[config.mk]
export PLATFORM = sky130hd
export DESIGN_NAME = mant_mul_arbiter
export DESIGN_NICKNAME = d
export VERILOG_FILES = /design/src/rtl/mant_mul_arb_pkg.sv /design/src/rtl/mant_mul_rr_arb.sv /design/src/rtl/mbe_mantissa_mul.sv /design/src/rtl/mant_mul_arbiter.sv
export SDC_FILE = /design/constraint.sdc
export NUM_CORES = 1
export LEC_CHECK = 0
export ABC_CLOCK_PERIOD_IN_PS = 11000
export BUFFER_PORTS_ARGS = -buffer_cell sky130_fd_sc_hd__buf_2
export CORE_ASPECT_RATIO = 0.6
export CORE_UTILIZATION = 35
export DETAILED_ROUTE_END_ITERATION = 10
export PLACE_DENSITY_LB_ADDON = 0.12
export SETUP_SLACK_MARGIN = 0.5
export SYNTH_ARGS = -nofsm -noshare
export SYNTH_HDL_FRONTEND = slang
export SYNTH_SLANG_ARGS = --single-unit
[constraint.sdc]
create_clock -name clk_i -period 11 [get_ports clk_i]
set_clock_uncertainty 0.2 [all_clocks]
set_input_delay 0.55 -clock clk_i [delete_from_list [all_inputs] [get_ports clk_i]]
set_output_delay 0.55 -clock clk_i [all_outputs]
set_load 0.05 [all_outputs]
[src/rtl/mant_mul_arb_pkg.sv]
// Shared types for the mantissa-multiplier arbiter: operand/product widths, pipeline slots, Booth digit decode.
// Slot fields are sized for the largest supported configuration (8 lanes, 16-bit tags).
package mant_mul_arb_pkg;

  localparam int MANT_W    = 11;
  localparam int PROD_W    = 22;
  localparam int OWNER_W   = 3;
  localparam int TAG_MAX_W = 16;

  typedef logic [MANT_W-1:0] mant_t;
  typedef logic [PROD_W-1:0] prod_t;

  typedef struct packed {
    logic                 valid;
    logic [OWNER_W-1:0]   owner;
    logic [TAG_MAX_W-1:0] tag;
    prod_t                prod;
  } mul_slot_t;

  typedef struct packed {
    logic                 valid;
    logic [OWNER_W-1:0]   owner;
    logic [TAG_MAX_W-1:0] tag;
    mant_t                a;
    mant_t                b;
  } iss_slot_t;

  typedef enum logic [2:0] {
    BOOTH_ZERO,
    BOOTH_P1,
    BOOTH_P2,
    BOOTH_M1,
    BOOTH_M2
  } booth_sel_e;

  // Radix-4 digit from the overlapping bit triplet {b[2i+1], b[2i], b[2i-1]}.
  function automatic booth_sel_e booth_decode(input logic [2:0] trip);
    case (trip)
      3'b001, 3'b010: return BOOTH_P1;
      3'b011:         return BOOTH_P2;
      3'b100:         return BOOTH_M2;
      3'b101, 3'b110: return BOOTH_M1;
      default:        return BOOTH_ZERO;
    endcase
  endfunction

endpackage

[src/rtl/mant_mul_rr_arb.sv]
// Round-robin arbiter: one-hot grant searched upward from a pointer, combinational from req/en.
// Pointer moves past the winner only on a grant; i_en low blocks all grants.
module mant_mul_rr_arb #(
  parameter int N = 4
) (
  input  logic                 i_clk,
  input  logic                 i_rst,
  input  logic [N-1:0]         i_req,
  input  logic                 i_en,
  output logic [N-1:0]         o_gnt,
  output logic [$clog2(N)-1:0] o_gnt_idx
);

  localparam int PTR_W = $clog2(N);

  logic [PTR_W-1:0] r_ptr;
  logic [PTR_W:0]   w_sum;
  logic [PTR_W-1:0] w_idx;
  logic             w_found;

  always_comb begin
    o_gnt     = '0;
    o_gnt_idx = '0;
    w_found   = 1'b0;
    w_sum     = '0;
    w_idx     = '0;
    for (int k = 0; k < N; k++) begin
      w_sum = {1'b0, r_ptr} + (PTR_W+1)'(k);
      if (w_sum >= (PTR_W+1)'(N)) begin
        w_sum = w_sum - (PTR_W+1)'(N);
      end
      w_idx = w_sum[PTR_W-1:0];
      if (!w_found && i_req[w_idx]) begin
        w_found   = 1'b1;
        o_gnt_idx = w_idx;
      end
    end
    if (w_found && i_en) begin
      o_gnt[o_gnt_idx] = 1'b1;
    end
  end

  always_ff @(posedge i_clk) begin
    if (i_rst) begin
      r_ptr <= '0;
    end else if (|o_gnt) begin
      r_ptr <= (o_gnt_idx == PTR_W'(N-1)) ? '0 : o_gnt_idx + PTR_W'(1);
    end
  end

endmodule

[src/rtl/mbe_mantissa_mul.sv]
// Unsigned 11x11 -> 22-bit radix-4 Booth multiplier; purely combinational, no handshake.
// Partial products are formed mod 2^22, which is exact since the true product always fits.
module mbe_mantissa_mul
  import mant_mul_arb_pkg::*;
(
  input  mant_t i_a,
  input  mant_t i_b,
  output prod_t o_prod
);

  localparam int NUM_PP = MANT_W / 2 + 1;

  // Zero below the LSB for digit 0, zero above the MSB so the top digit is never negative.
  logic [MANT_W+1:0] w_bx;
  prod_t             w_pp [NUM_PP];
  prod_t             w_acc;

  assign w_bx = {1'b0, i_b, 1'b0};

  for (genvar gi = 0; gi < NUM_PP; gi++) begin : g_pp
    booth_sel_e w_sel;
    prod_t      w_mag;
    logic       w_neg;

    assign w_sel = booth_decode(w_bx[2*gi+2 -: 3]);
    assign w_neg = (w_sel == BOOTH_M1) || (w_sel == BOOTH_M2);

    always_comb begin
      w_mag = '0;
      case (w_sel)
        BOOTH_P1, BOOTH_M1: w_mag = PROD_W'(i_a);
        BOOTH_P2, BOOTH_M2: w_mag = PROD_W'({i_a, 1'b0});
        default:            w_mag = '0;
      endcase
    end

    assign w_pp[gi] = (w_neg ? (~w_mag + PROD_W'(1)) : w_mag) << (2 * gi);
  end

  // Reduction tree is left to synthesis as a flat carry-save sum.
  always_comb begin
    w_acc = '0;
    for (int i = 0; i < NUM_PP; i++) begin
      w_acc = w_acc + w_pp[i];
    end
  end

  assign o_prod = w_acc;

endmodule

[src/rtl/mant_mul_arbiter.sv]
// Shares one mantissa multiplier among NUM_REQ lanes; latency PIPE_STAGES+1, 1 product/cycle.
// Whole pipe freezes and grants stop while the owner holds off the result; MANT_MUL_ARB_PERF_CNT_EN adds counters.
module mant_mul_arbiter
  import mant_mul_arb_pkg::*;
#(
  parameter int NUM_REQ     = 4,
  parameter int PIPE_STAGES = 1,
  parameter int TAG_W       = 4
) (
  input  logic                           clk_i,
  input  logic                           rst_i,
  input  logic [NUM_REQ-1:0]             req_valid_i,
  output logic [NUM_REQ-1:0]             req_ready_o,
  input  logic [NUM_REQ-1:0][MANT_W-1:0] req_a_i,
  input  logic [NUM_REQ-1:0][MANT_W-1:0] req_b_i,
  input  logic [NUM_REQ-1:0][TAG_W-1:0]  req_tag_i,
  output logic [NUM_REQ-1:0]             rsp_valid_o,
  input  logic [NUM_REQ-1:0]             rsp_ready_i,
  output logic [PROD_W-1:0]              rsp_prod_o,
  output logic [TAG_W-1:0]               rsp_tag_o,
  output logic [NUM_REQ-1:0][15:0]       grant_cnt_o,
  output logic [15:0]                    stall_cnt_o
);

  localparam int IDX_W = $clog2(NUM_REQ);

  logic [NUM_REQ-1:0] w_gnt;
  logic [IDX_W-1:0]   w_gnt_idx;
  logic               w_stall;
  logic               w_arb_en;
  prod_t              w_prod;
  mul_slot_t          w_out;
  iss_slot_t          r_iss;
  mul_slot_t          r_pp [PIPE_STAGES];

  assign w_out = r_pp[PIPE_STAGES-1];

  always_comb begin
    rsp_valid_o = '0;
    for (int i = 0; i < NUM_REQ; i++) begin
      rsp_valid_o[i] = w_out.valid && (w_out.owner == OWNER_W'(i));
    end
  end

  // rsp_valid_o is one-hot on the owner, so this ignores every other lane's ready.
  assign w_stall    = w_out.valid && !(|(rsp_valid_o & rsp_ready_i));
  assign w_arb_en   = !w_stall && !rst_i;
  assign rsp_prod_o = w_out.prod;
  assign rsp_tag_o  = TAG_W'(w_out.tag);

  mant_mul_rr_arb #(
    .N (NUM_REQ)
  ) u_arb (
    .i_clk     (clk_i),
    .i_rst     (rst_i),
    .i_req     (req_valid_i),
    .i_en      (w_arb_en),
    .o_gnt     (w_gnt),
    .o_gnt_idx (w_gnt_idx)
  );

  assign req_ready_o = w_gnt;

  mbe_mantissa_mul u_mul (
    .i_a    (r_iss.a),
    .i_b    (r_iss.b),
    .o_prod (w_prod)
  );

  always_ff @(posedge clk_i) begin
    if (rst_i) begin
      r_iss <= '0;
      for (int s = 0; s < PIPE_STAGES; s++) begin
        r_pp[s] <= '0;
      end
    end else if (!w_stall) begin
      r_iss.valid <= |w_gnt;
      r_iss.owner <= OWNER_W'(w_gnt_idx);
      r_iss.tag   <= TAG_MAX_W'(req_tag_i[w_gnt_idx]);
      r_iss.a     <= req_a_i[w_gnt_idx];
      r_iss.b     <= req_b_i[w_gnt_idx];
      r_pp[0]     <= '{valid: r_iss.valid, owner: r_iss.owner, tag: r_iss.tag, prod: w_prod};
      for (int s = 1; s < PIPE_STAGES; s++) begin
        r_pp[s] <= r_pp[s-1];
      end
    end
  end

`ifdef MANT_MUL_ARB_PERF_CNT_EN
  logic [NUM_REQ-1:0][15:0] r_grant_cnt;
  logic [15:0]              r_stall_cnt;

  always_ff @(posedge clk_i) begin
    if (rst_i) begin
      r_grant_cnt <= '0;
      r_stall_cnt <= '0;
    end else begin
      for (int i = 0; i < NUM_REQ; i++) begin
        if (w_gnt[i] && (r_grant_cnt[i] != 16'hFFFF)) begin
          r_grant_cnt[i] <= r_grant_cnt[i] + 16'd1;
        end
      end
      if (w_stall && (r_stall_cnt != 16'hFFFF)) begin
        r_stall_cnt <= r_stall_cnt + 16'd1;
      end
    end
  end

  assign grant_cnt_o = r_grant_cnt;
  assign stall_cnt_o = r_stall_cnt;
`else
  assign grant_cnt_o = '0;
  assign stall_cnt_o = '0;
`endif

endmodule

==> run metrics <==
Final Hold Viols=0; clk slew on worst S/H paths=0.06 ns; global-route layer with the greatest usage=met1; total placed cells including tap cells=1896; FF-to-FF setup slack=3.58 ns; worst flop-to-flop path endpoint=r_pp[0][21]$_SDFFCE_PN0P_; quantity of hold-fixing buffers added after cts=0; Worst Hold Launch=r_iss[41]$_SDFFE_PP0N_; total power after layout=4.49 mW; CP Class=register to register; shortest period the worst path allows=7.42 ns; number of core rows=48; Tcrit/Tclk final=67.4%; unrepaired setup endpoints after global routing=no; Async S/R FF share, synth=0%; largest voltage drop on the vdd net=0.289 mV; fraction of power consumed by combinational cells=84.4%; sw power=2.53 mW; met3 track demand over resource=6.40%; global route total overflow=0; number of global-route vias before repair=9207; CTS Root Buffer Type=sky130_fd_sc_hd__clkbuf_16; share of layout cells above drive strength 1=14.4%; buffers inserted during post-CTS setup optimization=0; Detail Route Antenna Nets=0; commonest cells after routing, fill and taps aside=sky130_fd_sc_hd__nand2_1 (227), sky130_fd_sc_hd__buf_2 (147), sky130_fd_sc_hd__nor2_1 (134); clock network latency to the later pin of the worst-skew pair=0.36 ns; Total Wirelength=35.7 mm; routed vias=10.3k; final critical-path setup slack=3.58 ns; # IOs=228; number of resized instances in the post-cts repair step=0; most frequently used flop master after synthesis=sky130_fd_sc_hd__dfxtp_1; Post-Place Cell Area=10900 um2; hold_ws=0.278 ns; pin count of the biggest net entering global routing=59; Power Dens Cells=401 nW/um2; Reg2Reg Depth=21; Min-Delay Endpoint=r_iss[41]$_SDFFE_PP0N_; Global Route Usage Sum=23.8%; slowest stage cell, crit path=sky130_fd_sc_hd__dfxtp_1; area growth from synthesis to layout=7.60%; DRC violation total after the first TritonRoute iteration=1106; global-route wire length before repair=55.0 mm; number of buffers and inverters on the critical path=1; finished layout cell area=11200 um2; number of buffers on the longest clock path=2; setup TNS=0 ns; nature of the critical path startpoint=register; Non-Filler Instances=1912; CTS tree=built; commonest non-fill, non-tap cell in the layout=sky130_fd_sc_hd__nand2_1; final weighted congestion of routability-driven global placement=0.992; initial core utilization=35.9%; number of synthesis warnings=0; count of input and output buffers=147; run status=completed; detailed-router iteration count before antenna repair=5; clock network power share=6.3%; final HPWL from detailed placement=27.2 mm; synthesized instance count=1462; Inserted Diodes=0; Crit Path Max Fanout=29; number of enable flip-flop cells after synthesis=29; number of clock sinks seen by CTS=60; Crit path largest cell delay=0.87 ns; number of library cell types mapped by synthesis=75; H-tree lvl count=3; register bit total from synthesis=60; fraction of met1 tracks used by global routing=37.2%; Worst setup EP type=register; Largest delay share family, worst path=adder cells; number of antenna violations at the first check in global routing=0; Maximum Capacitance Violations=0; sequential share of power=9.3%; P_int=1.96 mW; Floorplan Core Area=29000 um2; tightest slew margin relative to the limit=31.3%; number of buffers created by CTS=9; Worst Max-Slew Pin Slew=1.03 ns; Worst Hold Depth=2; number of pins exceeding their max-slew limit in the final report=0; synthesized area per cell=7.12 um2; netlist area before placement=10400 um2; switching part of the total power=56.4%; Setup WS pre-CTS=3.73 ns; Hold/Removal Path Class=register to register; CP cell instances=nor3b_1 -> or2_2 -> a22oi_1 -> ha_1 -> o211ai_1 -> or2_2 -> nand2_1 -> xnor2_1 -> a221oi_1 -> fa_1 -> fa_1 -> fa_1 -> inv_1 -> ha_1 -> a211o_1 -> or3_1 -> a21oi_1 -> o311ai_0 -> a221oi_1 -> nand2b_1 -> mux2i_1; start of the worst register-to-register path=r_iss[6]$_SDFFE_PP0N_; Fmax achieved=135 MHz; CP Data Arrival Time=7.32 ns; cell leakage power=5.13 nW; horizontal die dimension=225 um; Routed wire per std cell=18.7 um; final core utilization=38.6%; required time of the critical path=10.90 ns; global-route met2 utilization=31.4%; cell mode on critical path=sky130_fd_sc_hd__fa_1; die outline area=30400 um2; height of the chip=136 um; via count normalized by instance count=5.38; sequential area share after synthesis=14.3%; DR DRC count=0; number of setup violations in the final report=0; Layout Nets=1718
worst min-delay path: stages, from the launching register on:
cell,delay (ns)
sky130_fd_sc_hd__dfxtp_1,0.29
sky130_fd_sc_hd__inv_1,0.06
sky130_fd_sc_hd__o21ai_0,0.07
Yosys cell counts (5+ instances only):
library cell	n	area share, %
sky130_fd_sc_hd__a21o_1	11	0.79
sky130_fd_sc_hd__o211ai_1	16	1.2
sky130_fd_sc_hd__buf_1	15	0.54
sky130_fd_sc_hd__dfxtp_1	31	6.0
sky130_fd_sc_hd__nor2b_1	13	0.78
sky130_fd_sc_hd__inv_1	105	3.8
sky130_fd_sc_hd__buf_4	106	7.6
sky130_fd_sc_hd__or2_2	7	0.42
sky130_fd_sc_hd__edfxtp_1	29	8.4
sky130_fd_sc_hd__xnor2_1	58	4.9
sky130_fd_sc_hd__ha_1	41	4.9
sky130_fd_sc_hd__and3_1	28	1.7
sky130_fd_sc_hd__nand3_1	15	0.72
sky130_fd_sc_hd__fa_1	56	11
sky130_fd_sc_hd__o221ai_1	11	0.93
sky130_fd_sc_hd__a22oi_1	15	1.1
sky130_fd_sc_hd__nor2_1	134	4.8
sky130_fd_sc_hd__or3_1	8	0.48
sky130_fd_sc_hd__o22ai_1	10	0.60
sky130_fd_sc_hd__o31ai_1	9	0.65
sky130_fd_sc_hd__o21bai_1	8	0.58
sky130_fd_sc_hd__a211oi_1	5	0.36
sky130_fd_sc_hd__a31oi_1	13	0.78
sky130_fd_sc_hd__nand2b_1	7	0.42
sky130_fd_sc_hd__a211o_1	5	0.42
sky130_fd_sc_hd__a221o_1	10	0.96
sky130_fd_sc_hd__clkbuf_1	87	3.1
sky130_fd_sc_hd__and2_1	21	1.3
sky130_fd_sc_hd__nand2_1	227	8.2
sky130_fd_sc_hd__mux2i_1	5	0.48
sky130_fd_sc_hd__a311oi_1	31	2.6
sky130_fd_sc_hd__o21ai_0	88	4.2
sky130_fd_sc_hd__a21oi_1	104	5.0
sky130_fd_sc_hd__nor3_1	17	0.82
sky130_fd_sc_hd__xor2_1	19	1.6
sky130_fd_sc_hd__buf_2	7	0.34
sky130_fd_sc_hd__o211a_1	6	0.58
sky130_fd_sc_hd__a221oi_1	9	0.76
sky130_fd_sc_hd__a32oi_1	8	0.67
area by class of cell:
| cell class | count | area [um2] |
|---|---|---|
| multi-input cells | 1153 | 7580 |
| fillers | 3151 | 17800 |
| clock inverters | 5 | 36.3 |
| inverters | 111 | 417 |
| well taps | 400 | 500 |
| repair buffers | 172 | 923 |
| clock buffers | 11 | 243 |
| flip-flops and latches | 60 | 1490 |
registers in the layout (all words and copies together), names as in the netlist:
name,flops
r_pp,29
u_arb.r_ptr,2
r_iss,29
power by group through the flow:
stage	Combinational, mW	Sequential [mW]	Clock, mW
floorplan	3.00	0.378	0
global placement	3.74	0.421	0
detailed placement	3.76	0.420	0
CTS	3.78	0.416	0.292
global route	4.24	0.427	0.299
finish	3.79	0.417	0.282
worst max path at each step:
| stage | cells after the start | from | to |
|---|---|---|---|
| 6_report | 21 | r_iss[6]$_SDFFE_PP0N_ | r_pp[0][21]$_SDFFCE_PN0P_ |
| 5_1_grt | 23 | r_iss[6]$_SDFFE_PP0N_ | r_pp[0][21]$_SDFFCE_PN0P_ |
| 4_1_cts | 21 | r_iss[6]$_SDFFE_PP0N_ | r_pp[0][21]$_SDFFCE_PN0P_ |
| 3_5_place_dp | 24 | r_iss[9]$_SDFFE_PP0N_ | r_pp[0][21]$_SDFFCE_PN0P_ |
| 3_3_place_gp | 24 | r_iss[9]$_SDFFE_PP0N_ | r_pp[0][21]$_SDFFCE_PN0P_ |
| 2_1_floorplan | 26 | r_iss[3]$_SDFFE_PP0N_ | r_pp[0][21]$_SDFFCE_PN0P_ |
kinds of logic after synthesis:
kind of cell,count (synthesis),share of synthesized area [%]
AO/OA/AOI/OAI,391,24.9
XOR/XNOR,80,7.01
other,1,0.0360
adder cells (fa/ha/maj),97,15.7
AND/OR/NAND/NOR,496,21.1
buffers and inverters,328,15.9
flip-flops,60,14.3
multiplexers,9,1.02
metal layers:
metal	wire length [um]	part of all wire [%]
met5	0	0
met3	3870	11
met4	545	1.5
met2	13600	38
met1	17800	50
Power figures use the tool's default switching activity.
